`src/rtl/wb_regfile.sv`:
```
// rtl/wb_regfile.sv - writeback select, 32x32 register file with write-first bypass, commit counter
module wb_regfile #(
  parameter int DATA_W  = 32,
  parameter int ADDR_W  = 5,
  parameter int REG_NUM = 32
) (
  input  logic              clk,
  input  logic              rst,
  input  logic [1:0]        MemtoReg_wb_i,
  input  logic              RegWrite_wb_i,
  input  logic [DATA_W-1:0] NPC_wb_i,
  input  logic [DATA_W-1:0] MD_wb_i,
  input  logic [DATA_W-1:0] ALUOut_wb_i,
  input  logic [DATA_W-1:0] EXT_wb_i,
  input  logic [DATA_W-1:0] RD_wb_i,
  input  logic [ADDR_W-1:0] RA1_i,
  input  logic [ADDR_W-1:0] RA2_i,
  output logic [DATA_W-1:0] RD1_o,
  output logic [DATA_W-1:0] RD2_o,
  output logic [DATA_W-1:0] WD_wb_o,
  output logic [ADDR_W-1:0] WA_wb_o,
  output logic              WE_wb_o,
  output logic [31:0]       wcount_o
);

  logic [DATA_W-1:0] regs_q [REG_NUM];
  logic [31:0]       wcount_q, wcount_d;
  logic              unused_rd_hi;

  // Upper destination bits carry no meaning for a 32-entry file.
  assign unused_rd_hi = ^RD_wb_i[DATA_W-1:ADDR_W];

  always_comb begin
    WD_wb_o = ALUOut_wb_i;
    unique case (MemtoReg_wb_i)
      2'b00: WD_wb_o = ALUOut_wb_i;
      2'b01: WD_wb_o = MD_wb_i;
      2'b10: WD_wb_o = NPC_wb_i;
      2'b11: WD_wb_o = EXT_wb_i;
    endcase
  end

  assign WA_wb_o  = RD_wb_i[ADDR_W-1:0];
  assign WE_wb_o  = RegWrite_wb_i && (WA_wb_o != '0);
  assign wcount_d = wcount_q + 32'd1;
  assign wcount_o = wcount_q;

  always_ff @(posedge clk) begin
    if (rst) begin
      for (int i = 0; i < REG_NUM; i++) regs_q[i] <= '0;
      wcount_q <= '0;
    end else if (WE_wb_o) begin
      regs_q[WA_wb_o] <= WD_wb_o;
      wcount_q        <= wcount_d;
    end
  end

  // r0 reads as zero even if a bypass would otherwise match.
  always_comb begin
    RD1_o = regs_q[RA1_i];
    if (RA1_i == '0)                        RD1_o = '0;
    else if (WE_wb_o && RA1_i == WA_wb_o)   RD1_o = WD_wb_o;
  end

  always_comb begin
    RD2_o = regs_q[RA2_i];
    if (RA2_i == '0)                        RD2_o = '0;
    else if (WE_wb_o && RA2_i == WA_wb_o)   RD2_o = WD_wb_o;
  end

endmodule
```
`config.mk`:
```
export PLATFORM = sky130hd
export DESIGN_NAME = wb_regfile
export DESIGN_NICKNAME = d
export VERILOG_FILES = /design/src/rtl/wb_regfile.sv
export SDC_FILE = /design/constraint.sdc
export NUM_CORES = 2
export LEC_CHECK = 0
export BUFFER_PORTS_ARGS = -buffer_cell sky130_fd_sc_hd__buf_4
export CORE_ASPECT_RATIO = 1.5
export CORE_MARGIN = 2
export CORE_UTILIZATION = 50
export CTS_BUF_LIST = sky130_fd_sc_hd__clkbuf_4 sky130_fd_sc_hd__clkbuf_8
export DETAILED_ROUTE_END_ITERATION = 8
export PLACE_DENSITY = 0.67
export SETUP_SLACK_MARGIN = 0.05
export SLEW_MARGIN = 20
export SYNTH_ARGS = -nofsm -noshare
export SYNTH_HDL_FRONTEND = slang
export SYNTH_SLANG_ARGS = --single-unit
```
`constraint.sdc`:
```
create_clock -name clk -period 2.9 [get_ports clk]
set_input_delay 0.29 -clock clk [delete_from_list [all_inputs] [get_ports clk]]
set_output_delay 0.29 -clock clk [all_outputs]
set_load 0.01 [all_outputs]
```
After elaboration in Yosys (flattened, before gate mapping)
Memory sizes are Yosys's and may differ from the RTL's.
Cells that the tools add are included.
- word-level logic and storage cells: 29
- output and inout bits: 134
- memories: 1
- input port bits: 175
- flip-flop bits (word level): 32
- RAM bits: 1024
- memories (memory ; words ; bits a word ; rd ports ; clocked after Yosys merged registers in ; wr ports ; RTL line ; source):
    regs_q ; 32 ; 32 ; 2 ; 0 ; 32 ; 26 ; logic [DATA_W-1:0] regs_q [REG_NUM];
- multiplexer cells: 13
- add/sub/neg operators: 1
- eq/ne operators: 5
- reduce and logical (&&, ||, !) cells: 8
- operator list (operator ; count):
    32-bit two-way mux ; 5
    32-bit case mux with 4 select lines ; 1
    32-bit by 1-bit adder with 32-bit output, second input constant ; 1
    32-bit OR reduction ; 1
    5-bit == test ; 2
    5-bit zero test ; 2
    1-bit two-way mux ; 6
    5-bit two-way mux ; 1
    5-bit nonzero test ; 1
    2-bit == test, second input constant ; 2
    1-bit logical AND ; 3
    2-bit by 1-bit == test with 1-bit output, second input constant ; 1
    2-bit zero test ; 1

Logic depth before layout (Yosys ltp)
- depth in word-level cells: 7
- gate-level depth with buffers: 11

Least setup slack after synthesis
No wires, ideal clock.
- path kind: in2reg
- start point: input port RD_wb_i[0]
- end point: memory regs_q[12][0] (enable)
- setup time: 0.394 ns
- stages: 5
- buffers on the path: 1
- slack: 0.312 ns
- data arrival time: 2.194 ns
- required time: 2.506 ns
- cell sequence: buf_2 o31ai_4 nor4_1 nand2_1 nand2b_1
- RTL lines (item ; RTL line ; source):
    start, declared ; 15 ; input logic [DATA_W-1:0] RD_wb_i,
    end, declared ; 26 ;

==> flow_metrics.env <==
export IMPL_status="complete, but fails checks"
export IMPL_violations="negative setup slack"
export IMPL_period_minus_slack_ps=3285
export IMPL_drtIter0Drc=6468
export IMPL_start_util_pct=50.35
export IMPL_detail_route_wl_per_cell_um=33.96
export IMPL_cts_inserted_buffers=158
export IMPL_viasPerCell=6.837
export IMPL_synth_top_cell_area_share_pct=54.78
export IMPL_tightest_slew_ps=1050
export IMPL_synth_main_ff_cell="edfxtp_1"
export IMPL_antenna_left=0
export IMPL_finalPower_mw=37.39
export IMPL_final_nets=4865
export IMPL_final_setup_viol_count=60
export IMPL_grt_first_pass_wirelength_um=299400
export IMPL_clock_sinks=1056
export IMPL_power_frac_seq_pct=48.1
export IMPL_synthesis_area_um2=56140
export IMPL_cts_tree="yes"
export IMPL_ys_seq_area_share_pct=55.92
export IMPL_slew_violations=0
export IMPL_gp_congestion=0.9335
export IMPL_worstSkewPairLatency_ps=880
export IMPL_portBuffers=281
export IMPL_grt_use_total_pct=36.76
export IMPL_grt_most_used_layer="met2"
export IMPL_grt_util_met1_pct=42.61
export IMPL_grt_ovfl_total=0
export IMPL_placementRows=150
export IMPL_clockPowerShare_pct=33.6
export IMPL_fmax_mhz=304.5
export IMPL_synthArstFlopShare_pct=0
export IMPL_yosysWarningCount=0
export IMPL_dr_pass1_iters=6
export IMPL_clock_skew_ps=13.63
export IMPL_layout_common_cells="nor2_1, edfxtp_1, buf_4"
export IMPL_grt_max_degree=63
export IMPL_yosys_top_cells_area="edfxtp_1, mux4_2, nor2_1"
export IMPL_die_h_um=414.4
export IMPL_setup_ws_ps=-384.6
export IMPL_end_kind="primary output"
export IMPL_ys_types=61
export IMPL_ys_seq_elements=1056
export IMPL_layout_commonest_cell="nor2_1"
export IMPL_clk_pin_slew_ps=60
export IMPL_rsz0062_at_grt="yes"
export IMPL_hpwlAfterDp_um=135600
export IMPL_swShare_pct=27.92
export IMPL_finalSetupTns_ps=-9100
export IMPL_grt_pass1_vias=42750
export IMPL_wl_um=212700
export IMPL_area_delta_synth_final_pct=21.28
export IMPL_antenna_found_initial=4
export IMPL_io_pins=309
export IMPL_synth_edf_count=1024
export IMPL_max_slew_margin_rel_pct=30.03
export IMPL_use_met2_pct=57.93
export IMPL_p_comb_share_pct=18.4
export IMPL_yosysTopAreaCell="edfxtp_1"
export IMPL_finalHoldViolations=0
export IMPL_power_internal_mw=26.95
export IMPL_crit_fanout=2
export IMPL_core_um2=111500
export IMPL_power_density_nw_per_um2=549.1
export IMPL_cp_arrival_ps=2990
export IMPL_syn_area_per_cell_um2=13.50
export IMPL_required_ps=2610
export IMPL_die_w_um=277.6
export IMPL_finalCritPeriodShare_pct=113.3
export IMPL_worstHoldPathType="primary input to flip-flop"
export IMPL_cts_max_level=4
export IMPL_vdd_ir_drop_worst_v=0.0004727
export IMPL_route_detailed_drc=0
export IMPL_fp_dieArea_um2=115000
export IMPL_clk_path_buf_depth=3
export IMPL_power_switching_mw=10.44
export IMPL_dr_total_vias=42820
export IMPL_use_met3_pct=12.40
export IMPL_maxCapViolations=0
export IMPL_criticalPathCategory="flip-flop to primary output"
export IMPL_root_buffer="clkbuf_8"
export IMPL_leakagePower_nw=25.40
export IMPL_drive_above_1_share_pct=39.31
export IMPL_reg2reg_slack_ps=630
export IMPL_crit_path_start_kind="flip-flop"
export IMPL_netlist_instances=4158
==> flip-flops by register name, indices dropped and copies added, names as in the netlist <==
signal	cells
regs_q	1024
wcount_o	32
==> cell usage after synthesis, types with 6 or more instances <==
library cell     n
mux2_2          38
dfxtp_1         32
nand2b_1        31
a31oi_1          8
and3_1           7
o22ai_1         26
xnor2_1         17
nand4_1         14
o21ai_0         42
nand2_1        143
mux4_1          15
buf_1           16
buf_8           16
o221ai_1         6
or3_1           10
o21ai_1         45
a21oi_1        118
a221oi_1        83
mux2i_1        274
nor2_1        1028
buf_4           18
and2_1          48
a211oi_1        69
clkbuf_1       294
nand3_1         26
nor3_1          28
xor2_1          15
nor2b_1         11
buf_12           9
edfxtp_1      1024
buf_2           58
a221o_1         25
inv_1           40
mux4_2         425
a22oi_1         17
buf_6           31
and4_1           6
==> metal layers <==
metal	up-vias	routed length, um
met4	2	17630
met5	-	13
li1	16870	-
met3	1031	31220
met1	21190	65910
met2	3731	97910
==> metrics by stage <==
stage / worst slack (ps) / instance area (um^2) / utilization [%] / hold slack [ps] / instances
6_report: -384.6 / 68080 / 61.07 / 52.36 / 6263
5_1_grt: -437.2 / 68080 / 61.07 / 34.22 / 6261
4_1_cts: -357.0 / 67730 / 60.75 / 0.2237 / 6255
3_5_place_dp: -363.4 / 63140 / 56.64 / 483.2 / 5965
3_3_place_gp: -324.0 / 63140 / 56.63 / 485.0 / 5965
2_1_floorplan: 311.8 / 56250 / - / 503.3 / 4189
==> worst max-delay path, cell delays in order (launching register included) <==
cell,delay (ps)
edfxtp_1,420
mux4_2,480
and2_4,170
a211oi_2,160
a21oi_2,100
a221oi_2,370
buf_4,180
a21oi_4,40
buf_6,160
==> what timing repair did <==
action | CTS | global route
gates resized for setup | 309 | 63
hold buffers | 4 | 0
hold endpoints to repair | 6 | 0
buffers inserted | 11 | 5
endpoints found under the setup margin | 64 | 64
pin swaps | 159 | 50
==> power by group through the flow <==
stage                     clock [mW]  combinational (mW)  sequential, mW
after floorplan                    0                3.36            18.1
after detailed placement           0                6.15            18.3
after CTS                       12.6                6.59            17.9
final                           12.5                6.86            18.0
after global placement             0                6.09            18.2
after global routing            13.2                7.04            18.0
==> cells by family (layout without fill, tap and decap cells) <==
kind of cell | count (synthesis) | after routing | share of synthesized area (%)
other | 1 | 35 | 0.006680
XOR/XNOR | 32 | 32 | 0.4993
buffers and inverters | 485 | 1112 | 4.489
adder cells (fa/ha/maj) | 1 | 1 | 0.02229
AO/OA/AOI/OAI | 461 | 461 | 5.577
flip-flops | 1056 | 1056 | 55.92
AND/OR/NAND/NOR | 1370 | 1370 | 10.09
multiplexers | 752 | 752 | 23.40
==> final cells by class <==
type | instances | area (um^2)
Fill cell | 8591 | 43400
Sequential cell | 1056 | 31390
Multi-Input combinational cell | 2648 | 24350
Timing Repair Buffer | 782 | 7219
Clock buffer | 211 | 2585
Tap cell | 1444 | 1807
Clock inverter | 76 | 561.8
Inverter | 43 | 161.4
Antenna cell | 3 | 7.507
==> worst paths after layout <==
path / start / endpoint / cells after the start
worst min-delay path: ALUOut_wb_i[24] / regs_q[31][24] / 4
worst max-delay path: regs_q[18][17] / RD2_o[17] / 8
worst max register to register: wcount_o[3] / wcount_o[29] / 5
worst min register to register: wcount_o[1] / wcount_o[1] / 2
(Power assumes the default switching activity.)
